===== src/rtl/psr_interrupt_sequencer_if.sv =====
// Signal bundle between the decoder/PSR/stack datapath and the interrupt sequencer.
// The master side drives requests and handshakes; the sequencer is the slave.
interface psr_interrupt_sequencer_if;
  logic        ready;
  logic        instr_done;
  logic        brk_decode;
  logic        irq;
  logic        nmi;
  logic        psr_i;

  logic        busy;
  logic        stack_cycle;
  logic        stack_wr;
  logic [1:0]  stack_sel;
  logic        break_set;
  logic        manual_set;
  logic        manual_I;
  logic        man_I;
  logic        vec_fetch;
  logic        vec_hi;
  logic [15:0] vector_addr;
  logic        seq_done;
  logic [1:0]  src;

  modport master (
    output ready, instr_done, brk_decode, irq, nmi, psr_i,
    input  busy, stack_cycle, stack_wr, stack_sel, break_set, manual_set, manual_I, man_I,
    input  vec_fetch, vec_hi, vector_addr, seq_done, src
  );

  modport slave (
    input  ready, instr_done, brk_decode, irq, nmi, psr_i,
    output busy, stack_cycle, stack_wr, stack_sel, break_set, manual_set, manual_I, man_I,
    output vec_fetch, vec_hi, vector_addr, seq_done, src
  );
endinterface


===== src/rtl/psr_interrupt_sequencer.sv =====
// 6502 reset/NMI/BRK/IRQ entry sequencer: three stack pushes, then two vector fetches,
// with NMI hijack of BRK/IRQ during the PC pushes and ready-based stalling.
module psr_interrupt_sequencer #(
  parameter logic [15:0] NMI_VEC = 16'hFFFA,
  parameter logic [15:0] RST_VEC = 16'hFFFC,
  parameter logic [15:0] IRQ_VEC = 16'hFFFE
) (
  input logic                      clk,
  input logic                      rst,
  psr_interrupt_sequencer_if.slave bus
);

  typedef enum logic [2:0] {
    StIdle, StPushPch, StPushPcl, StPushP, StVecLo, StVecHi
  } state_e;

  typedef enum logic [1:0] {
    SrcRst = 2'b00, SrcNmi = 2'b01, SrcBrk = 2'b10, SrcIrq = 2'b11
  } src_e;

  state_e state_q, state_d;
  src_e   src_q, src_d;
  logic   brk_q, brk_d;
  logic   rst_pending_q, rst_pending_d;
  logic   nmi_pending_q, nmi_pending_d;
  logic   nmi_prev_q;

  logic   nmi_edge, nmi_now;
  logic [15:0] vec_base;

  assign nmi_edge = bus.nmi & ~nmi_prev_q;
  // An edge seen this cycle counts as pending immediately, so it can win arbitration.
  assign nmi_now  = nmi_pending_q | nmi_edge;

  always_comb begin
    state_d       = state_q;
    src_d         = src_q;
    brk_d         = brk_q;
    rst_pending_d = rst_pending_q;
    nmi_pending_d = nmi_now;
    if (bus.ready) begin
      unique case (state_q)
        StIdle: begin
          if (rst_pending_q) begin
            state_d = StPushPch;
            src_d   = SrcRst;
            brk_d   = 1'b0;
          end else if (bus.instr_done) begin
            if (nmi_now) begin
              state_d = StPushPch;
              src_d   = SrcNmi;
              brk_d   = 1'b0;
            end else if (bus.brk_decode) begin
              state_d = StPushPch;
              src_d   = SrcBrk;
              brk_d   = 1'b1;
            end else if (bus.irq && !bus.psr_i) begin
              state_d = StPushPch;
              src_d   = SrcIrq;
              brk_d   = 1'b0;
            end
          end
        end
        StPushPch: state_d = StPushPcl;
        StPushPcl: begin
          state_d = StPushP;
          // Hijack: the P push and vectors go to NMI, B keeps its BRK value.
          if ((src_q == SrcBrk || src_q == SrcIrq) && nmi_now) src_d = SrcNmi;
        end
        StPushP: begin
          state_d = StVecLo;
          if (src_q == SrcRst) rst_pending_d = 1'b0;
          // A fresh edge in this cycle survives the clear and is serviced later.
          if (src_q == SrcNmi) nmi_pending_d = nmi_edge;
        end
        StVecLo: state_d = StVecHi;
        StVecHi: state_d = StIdle;
        default: state_d = StIdle;
      endcase
    end
  end

  always_ff @(posedge clk) begin
    if (rst) begin
      state_q       <= StIdle;
      src_q         <= SrcRst;
      brk_q         <= 1'b0;
      rst_pending_q <= 1'b1;
      nmi_pending_q <= 1'b0;
      nmi_prev_q    <= 1'b0;
    end else begin
      state_q       <= state_d;
      src_q         <= src_d;
      brk_q         <= brk_d;
      rst_pending_q <= rst_pending_d;
      nmi_pending_q <= nmi_pending_d;
      nmi_prev_q    <= bus.nmi;
    end
  end

  always_comb begin
    unique case (src_q)
      SrcRst:  vec_base = RST_VEC;
      SrcNmi:  vec_base = NMI_VEC;
      default: vec_base = IRQ_VEC;
    endcase
  end

  always_comb begin
    bus.busy        = 1'b0;
    bus.stack_cycle = 1'b0;
    bus.stack_wr    = 1'b0;
    bus.stack_sel   = 2'b00;
    bus.break_set   = 1'b0;
    bus.manual_set  = 1'b0;
    bus.manual_I    = 1'b0;
    bus.man_I       = 1'b0;
    bus.vec_fetch   = 1'b0;
    bus.vec_hi      = 1'b0;
    bus.vector_addr = vec_base;
    bus.seq_done    = 1'b0;
    bus.src         = src_q;
    unique case (state_q)
      StIdle: ;
      StPushPch, StPushPcl, StPushP: begin
        bus.busy        = 1'b1;
        bus.stack_cycle = 1'b1;
        // Reset entry runs the push cycles as dummies.
        bus.stack_wr    = (src_q != SrcRst);
        if (state_q == StPushPcl) bus.stack_sel = 2'b01;
        if (state_q == StPushP) begin
          bus.stack_sel = 2'b10;
          bus.break_set = brk_q;
        end
      end
      StVecLo: begin
        bus.busy       = 1'b1;
        bus.vec_fetch  = 1'b1;
        bus.manual_set = 1'b1;
        bus.manual_I   = 1'b1;
        bus.man_I      = 1'b1;
      end
      StVecHi: begin
        bus.busy        = 1'b1;
        bus.vec_fetch   = 1'b1;
        bus.vec_hi      = 1'b1;
        bus.vector_addr = vec_base + 16'd1;
        bus.seq_done    = 1'b1;
      end
      default: ;
    endcase
  end

endmodule


===== src/flat_wrapper.sv =====
// flat-port wrapper written by rule: the top's interface ports become plain ports
module psr_interrupt_sequencer_flat 
#(
  parameter logic [15:0] NMI_VEC = 16'hFFFA,
  parameter logic [15:0] RST_VEC = 16'hFFFC,
  parameter logic [15:0] IRQ_VEC = 16'hFFFE
)
  (clk, rst, bus_ready, bus_instr_done, bus_brk_decode, bus_irq, bus_nmi, bus_psr_i, bus_busy, bus_stack_cycle, bus_stack_wr, bus_stack_sel, bus_break_set, bus_manual_set, bus_manual_I, bus_man_I, bus_vec_fetch, bus_vec_hi, bus_vector_addr, bus_seq_done, bus_src);
  psr_interrupt_sequencer_if bus_i ();
  input logic clk;
  input logic rst;
  input wire logic [$bits(bus_i.ready)-1:0] bus_ready;
  input wire logic [$bits(bus_i.instr_done)-1:0] bus_instr_done;
  input wire logic [$bits(bus_i.brk_decode)-1:0] bus_brk_decode;
  input wire logic [$bits(bus_i.irq)-1:0] bus_irq;
  input wire logic [$bits(bus_i.nmi)-1:0] bus_nmi;
  input wire logic [$bits(bus_i.psr_i)-1:0] bus_psr_i;
  output wire logic [$bits(bus_i.busy)-1:0] bus_busy;
  output wire logic [$bits(bus_i.stack_cycle)-1:0] bus_stack_cycle;
  output wire logic [$bits(bus_i.stack_wr)-1:0] bus_stack_wr;
  output wire logic [$bits(bus_i.stack_sel)-1:0] bus_stack_sel;
  output wire logic [$bits(bus_i.break_set)-1:0] bus_break_set;
  output wire logic [$bits(bus_i.manual_set)-1:0] bus_manual_set;
  output wire logic [$bits(bus_i.manual_I)-1:0] bus_manual_I;
  output wire logic [$bits(bus_i.man_I)-1:0] bus_man_I;
  output wire logic [$bits(bus_i.vec_fetch)-1:0] bus_vec_fetch;
  output wire logic [$bits(bus_i.vec_hi)-1:0] bus_vec_hi;
  output wire logic [$bits(bus_i.vector_addr)-1:0] bus_vector_addr;
  output wire logic [$bits(bus_i.seq_done)-1:0] bus_seq_done;
  output wire logic [$bits(bus_i.src)-1:0] bus_src;
  assign bus_i.ready = bus_ready;
  assign bus_i.instr_done = bus_instr_done;
  assign bus_i.brk_decode = bus_brk_decode;
  assign bus_i.irq = bus_irq;
  assign bus_i.nmi = bus_nmi;
  assign bus_i.psr_i = bus_psr_i;
  assign bus_busy = bus_i.busy;
  assign bus_stack_cycle = bus_i.stack_cycle;
  assign bus_stack_wr = bus_i.stack_wr;
  assign bus_stack_sel = bus_i.stack_sel;
  assign bus_break_set = bus_i.break_set;
  assign bus_manual_set = bus_i.manual_set;
  assign bus_manual_I = bus_i.manual_I;
  assign bus_man_I = bus_i.man_I;
  assign bus_vec_fetch = bus_i.vec_fetch;
  assign bus_vec_hi = bus_i.vec_hi;
  assign bus_vector_addr = bus_i.vector_addr;
  assign bus_seq_done = bus_i.seq_done;
  assign bus_src = bus_i.src;
  psr_interrupt_sequencer #(.NMI_VEC(NMI_VEC), .RST_VEC(RST_VEC), .IRQ_VEC(IRQ_VEC)) u_core (.clk(clk), .rst(rst), .bus(bus_i));
endmodule

===== config.mk =====
export PLATFORM = sky130hd
export DESIGN_NAME = psr_interrupt_sequencer_flat
export DESIGN_NICKNAME = d
export VERILOG_FILES = /design/src/rtl/psr_interrupt_sequencer_if.sv /design/src/rtl/psr_interrupt_sequencer.sv /design/src/flat_wrapper.sv
export SDC_FILE = /design/constraint.sdc
export NUM_CORES = 1
export LEC_CHECK = 0
export BUFFER_PORTS_ARGS = -buffer_cell sky130_fd_sc_hd__buf_4
export CORE_MARGIN = 2
export CORE_UTILIZATION = 29
export DETAILED_ROUTE_END_ITERATION = 8
export HOLD_SLACK_MARGIN = 0.15
export PLACE_DENSITY = 0.65
export SLEW_MARGIN = 10
export SYNTH_ARGS = -nofsm -noshare
export SYNTH_HDL_FRONTEND = slang
export SYNTH_SLANG_ARGS = --single-unit

===== constraint.sdc =====
create_clock -name clk -period 2 [get_ports clk]
set_input_delay 0.4 -clock clk [delete_from_list [all_inputs] [get_ports clk]]
set_output_delay 0.4 -clock clk [all_outputs]
set_load 0.03 [all_outputs]

; ---- After elaboration in Yosys (flattened, before gate mapping)
; Cells that the tools add are included.
[totals]
wordCells = 72
output_inout_bits = 30
regBits = 9
[classes]
eq_ne = 11
add_sub_neg = 1
n_mux = 34
n_reduce_logical = 17
bitwise_logic = 3
[ops]
columns = op, n
row1 = $mux 1, 17
row2 = $mux 16, 1
row3 = $mux 2, 8
row4 = $mux 3, 5
row5 = $pmux 3 s5, 1
row6 = $eq 3x2->1 const B, 2
row7 = $eq 3x3->1 const B, 2
row8 = $pmux 3 s2, 1
row9 = $reduce_and 3->1, 2
row10 = $reduce_bool 2->1, 3
row11 = $add 4x2->5 const B, 1
row12 = $ne 5x2->1 const B, 1
row13 = $reduce_and 5->1, 1
row14 = $reduce_or 5->1, 1
row15 = $eq 2x2->1 const B, 2
row16 = $pmux 2 s2, 1
row17 = $reduce_and 4->1, 1
row18 = $reduce_bool 4->1, 1
row19 = $eq 3x1->1 const B, 1
row20 = $logic_not 3->1, 1
row21 = $ne 3x2->1 const B, 1
row22 = $reduce_or 3->1, 1
row23 = $eq 2x1->1 const B, 1
row24 = $logic_and 1x1->1, 2
row25 = other kinds (8), 8

; ---- Depth between registers and ports, before layout
[logic_depth]
depth_word = 8
depth_mapped = 5
ltp_nobuf = 4

; ---- Worst setup path after synthesis
; Ideal clock, no wire load.
[synth_path]
path_kind = reg-to-output
from = reg u_core.state_q[1]
to = out bus_vec_hi
arrival_time_ps = 1704
slack_ps = -104
path_stages_with_launch = 5
path_buffers = 2
path_cell_list = dfxtp_1 clkbuf_1 nor2b_1 and2_1 buf_4
[synth_between]
elab_chain_len = 2
[synth_rtl]
columns = element, line
row1 = start: declaration, psr_interrupt_sequencer.sv:21  ; state_e state_q, state_d;
row2 = start signal: assignment, psr_interrupt_sequencer.sv:85  ; state_q <= StIdle;
row3 = start signal: assignment, psr_interrupt_sequencer.sv:92  ; state_q <= state_d;
row4 = $eq 3x3->1, --
row5 = $mux 1, --
row6 = end: declaration, flat_wrapper.sv:27  ; output wire logic [$bits(bus_i.vec_hi)-1:0] bus_vec_hi;
; No other way between the ends.

; ---- Final worst setup path
[layout_path]
from = reg u_core.state_q[0]
to = out bus_stack_wr
[layout_between]
elab_chain_len = 3
elab_cells_between_ends = 5
cone_classes = eq/ne: 3 / mux: 1 / reduce/logical: 1
[layout_rtl]
columns = element, line
row1 = $eq 3x1->1 or $eq 3x2->1 (tied branches), psr_interrupt_sequencer.sv:123  ; unique case (state_q)
row2 = $reduce_or 3->1 *, psr_interrupt_sequencer.sv:123
row3 = $mux 1 *, psr_interrupt_sequencer.sv:123
row4 = end: declaration, flat_wrapper.sv:20  ; output wire logic [$bits(bus_i.stack_wr)-1:0] bus_stack_wr;
; Mark *: on every way between the ends. The rest lies on a longest branch, timed or not.

==> flow_summary.json <==
{
  "die_w_um": 53.9,
  "outcome": "completed",
  "clkSlewWorstSetupHoldPaths_ps": 60,
  "finalClockSkew_ps": 5.38,
  "cts_root_buf": "clkbuf_4",
  "synth-seq-cells": 9,
  "drt-wirelength-per-cell_um": 11.2,
  "fin_nets": 118,
  "area_growth_syn_to_layout_pct": 19.9,
  "grt_pass1_wl_um": 2420,
  "seq_area_frac_synth_pct": 24.9,
  "clkPwrFrac_pct": 28.2,
  "power_frac_seq_pct": 40.5,
  "synth_compound_area_share_pct": 22.5,
  "n_antenna_cell": 0,
  "ant_nets": 0,
  "clk_latency_ps": 260,
  "dr_wl_met3_um": 126,
  "grt_max_degree": 12,
  "grt_use_total_pct": 11.4,
  "critPathMaxStageDelay_ps": 610,
  "path_cells": "nor2_8, nor2_1, and2_1, buf_4",
  "switching_power_uw": 183,
  "internal_power_uw": 318,
  "drive_gt1_share_pct": 34.9,
  "initial_core_util_pct": 30.0,
  "drv_cap": 0,
  "initialDrtViolationCount": 13,
  "avgSynthCellArea_um2": 8.13,
  "dieHeight_um": 53.9,
  "synth.distinct_cells": 37,
  "cts_setup_buffers": 0,
  "sw_frac_of_total_pct": 36.5,
  "cts_buffer_depth": 2,
  "cp_top_family": "flip-flops",
  "rsz0062_at_grt": "false",
  "drc_errors": 0,
  "p_leak_nw": 0.401,
  "cp_data_required_time_ps": 1600,
  "setup_viol": 0,
  "gp_congestion": 0.851,
  "min_period_ps": 1840,
  "vias": 640,
  "synth_top_family_by_area": "simple AND/OR/NAND/NOR gates",
  "crit_slowest_cell": "dfxtp_1",
  "drtPass1Iterations": 4,
  "cp-end-kind": "primary output",
  "cts_resized": 0,
  "routed_wirelength_um": 1560,
  "synth.mux.area_fraction_pct": 0,
  "die-area_um2": 2910,
  "wl_met1_um": 632,
  "htree_levels": 1,
  "viasPerCell": 4.60,
  "yosys_warnings": 0,
  "hold_viol_final": 0,
  "antenna_found_initial": 0,
  "rr_worst_depth": 4,
  "synth_xor_area_share_pct": 0,
  "power_density_nw_per_um2": 577,
  "rows": 18,
  "met2_length_um": 784,
  "dr.max_layer_used": "met4",
  "grt_remaining_overflow": 0,
  "synth-simple-area-share_pct": 28.2,
  "fmax_ghz": 0.543,
  "pwr-share-comb_pct": 31.3,
  "fin_ws_ps": 159,
  "portBuffers": 24,
  "final_max_slew_viol_count": 0,
  "min_period_over_period_pct": 92.1,
  "vdd_drop_max_uv": 216,
  "pin_count": 38,
  "synthAdderAreaFrac_pct": 0,
  "cts_inserted_buffers": 3,
  "crit_type": "flip-flop to primary output",
  "min_path_cells": 2,
  "arrival_ps": 1440,
  "worstSetupPathDepth": 4,
  "place.detailed.hpwl_um": 1220,
  "place_ws_ps": 355,
  "path_max_fanout": 11,
  "min_path_type": "primary input to flip-flop",
  "synthCells": 89,
  "clock-sinks": 9,
  "ctsHoldBuffers": 0,
  "synth_area_um2": 723,
  "tritoncts": "built",
  "first_global_vias": 599,
  "cp_num_buf_inv": 1,
  "start_kind": "flip-flop",
  "finalSetupTns_ps": 0,
  "core_area_um2": 2410
}
cell type report:
class | instances | area [um^2]
Clock buffer | 4 | 26.3
Fill cell | 254 | 1540
Inverter | 4 | 15.0
Multi-Input combinational cell | 67 | 420
Sequential cell | 9 | 180
Tap cell | 30 | 37.5
Timing Repair Buffer | 25 | 188
worst paths after layout:
check | slack, ps | startpoint | to
max | 160 | u_core.state_q[0]$_SDFFE_PP0P_ | bus_stack_wr
min | 360 | bus_nmi | u_core.nmi_prev_q$_SDFF_PP0_
max reg2reg | 350 | u_core.state_q[0]$_SDFFE_PP0P_ | u_core.bus.src[0]$_SDFFE_PP0P_
min reg2reg | 470 | u_core.brk_q$_SDFFE_PP0P_ | u_core.brk_q$_SDFFE_PP0P_
per-layer routing:
layer,global-route usage (%),up-vias
met4,5.98,0
met1,12.2,291
met5,0,-
met2,20.1,26
li1,-,319
met3,3.33,4
state kept, by name (all words and copies together) (netlist names):
signal	count
u_core.rst_pending_q	1
u_core.bus.src	2
u_core.nmi_pending_q	1
u_core.nmi_prev_q	1
u_core.state_q	3
u_core.brk_q	1
worst reg2reg max path: cells and delay by family, from the launching register on:
family	cells	cell delay (ps)
flops	1	610
simple gates	3	800
compound gates	1	140
power groups by stage:
stage                     combinational (mW)  sequential (mW)  clock, mW
after CTS                              0.157            0.202      0.145
after floorplan                        0.136            0.202          0
after detailed placement               0.156            0.206          0
after global placement                 0.154            0.206          0
final                                  0.157            0.203      0.141
after global routing                   0.168            0.204      0.153
through the flow:
stage / total power, mW / hold slack, ps / area, um^2 / util [%] / std cells
after floorplan: 0.338 / 450 / 773 / - / 101
after global placement: 0.360 / 469 / 841 / 34.9 / 135
after detailed placement: 0.362 / 471 / 841 / 34.9 / 135
after CTS: 0.505 / 363 / 867 / 36.0 / 139
after global routing: 0.525 / 367 / 867 / 36.0 / 139
final: 0.500 / 365 / 867 / 36.0 / 139
Yosys cell counts:
cell	number	area, um^2
inv_1	4	15.0
nand4b_1	1	8.76
nand3_1	2	10.0
o2111ai_1	1	8.76
o211ai_2	1	12.5
o211a_1	2	20.0
a2111oi_4	1	27.5
a21oi_1	6	30.0
o21ai_1	1	5.00
nand2_1	6	22.5
buf_6	2	22.5
nand3b_1	1	7.51
a21o_1	1	7.51
and2b_2	1	8.76
o211ai_1	1	7.51
a31oi_1	1	6.26
o22ai_1	1	6.26
nor3_1	2	10.0
or4_1	1	7.51
nor2_1	4	15.0
or2_4	1	8.76
buf_4	17	128
conb_1	1	3.75
o31ai_1	1	7.51
and2_1	4	25.0
nor2_2	1	6.26
clkbuf_1	2	7.51
nor2_8	1	20.0
nor4_1	1	6.26
and2_4	1	8.76
dfxtp_1	9	180
or2_2	1	6.26
and2b_1	1	7.51
nand2b_1	2	12.5
o21ai_0	3	15.0
a221oi_1	1	8.76
nor2b_1	2	12.5
kinds of logic (layout without fill, tap and decap cells):
family                 count (synthesis)  in the layout
buffers and inverters                 25             33
other                                  1             13
and+or+nand+nor                       33             33
AOI/OAI and AO/OA                     21             21
DFF                                    9              9
cells in the final DEF, fill, tap and decap left out, types with 2 or more instances in the layout:
cell	instances
buf_4	25
conb_1	13
dfxtp_1	9
nand2_1	6
a21oi_1	6
inv_1	4
and2_1	4
nor2_1	3
o21ai_0	3
clkbuf_4	3
nor2_2	2
nor3_1	2
nand3_1	2
nand2b_1	2
o211a_1	2
Note: power is estimated with default switching activity, not from simulation.
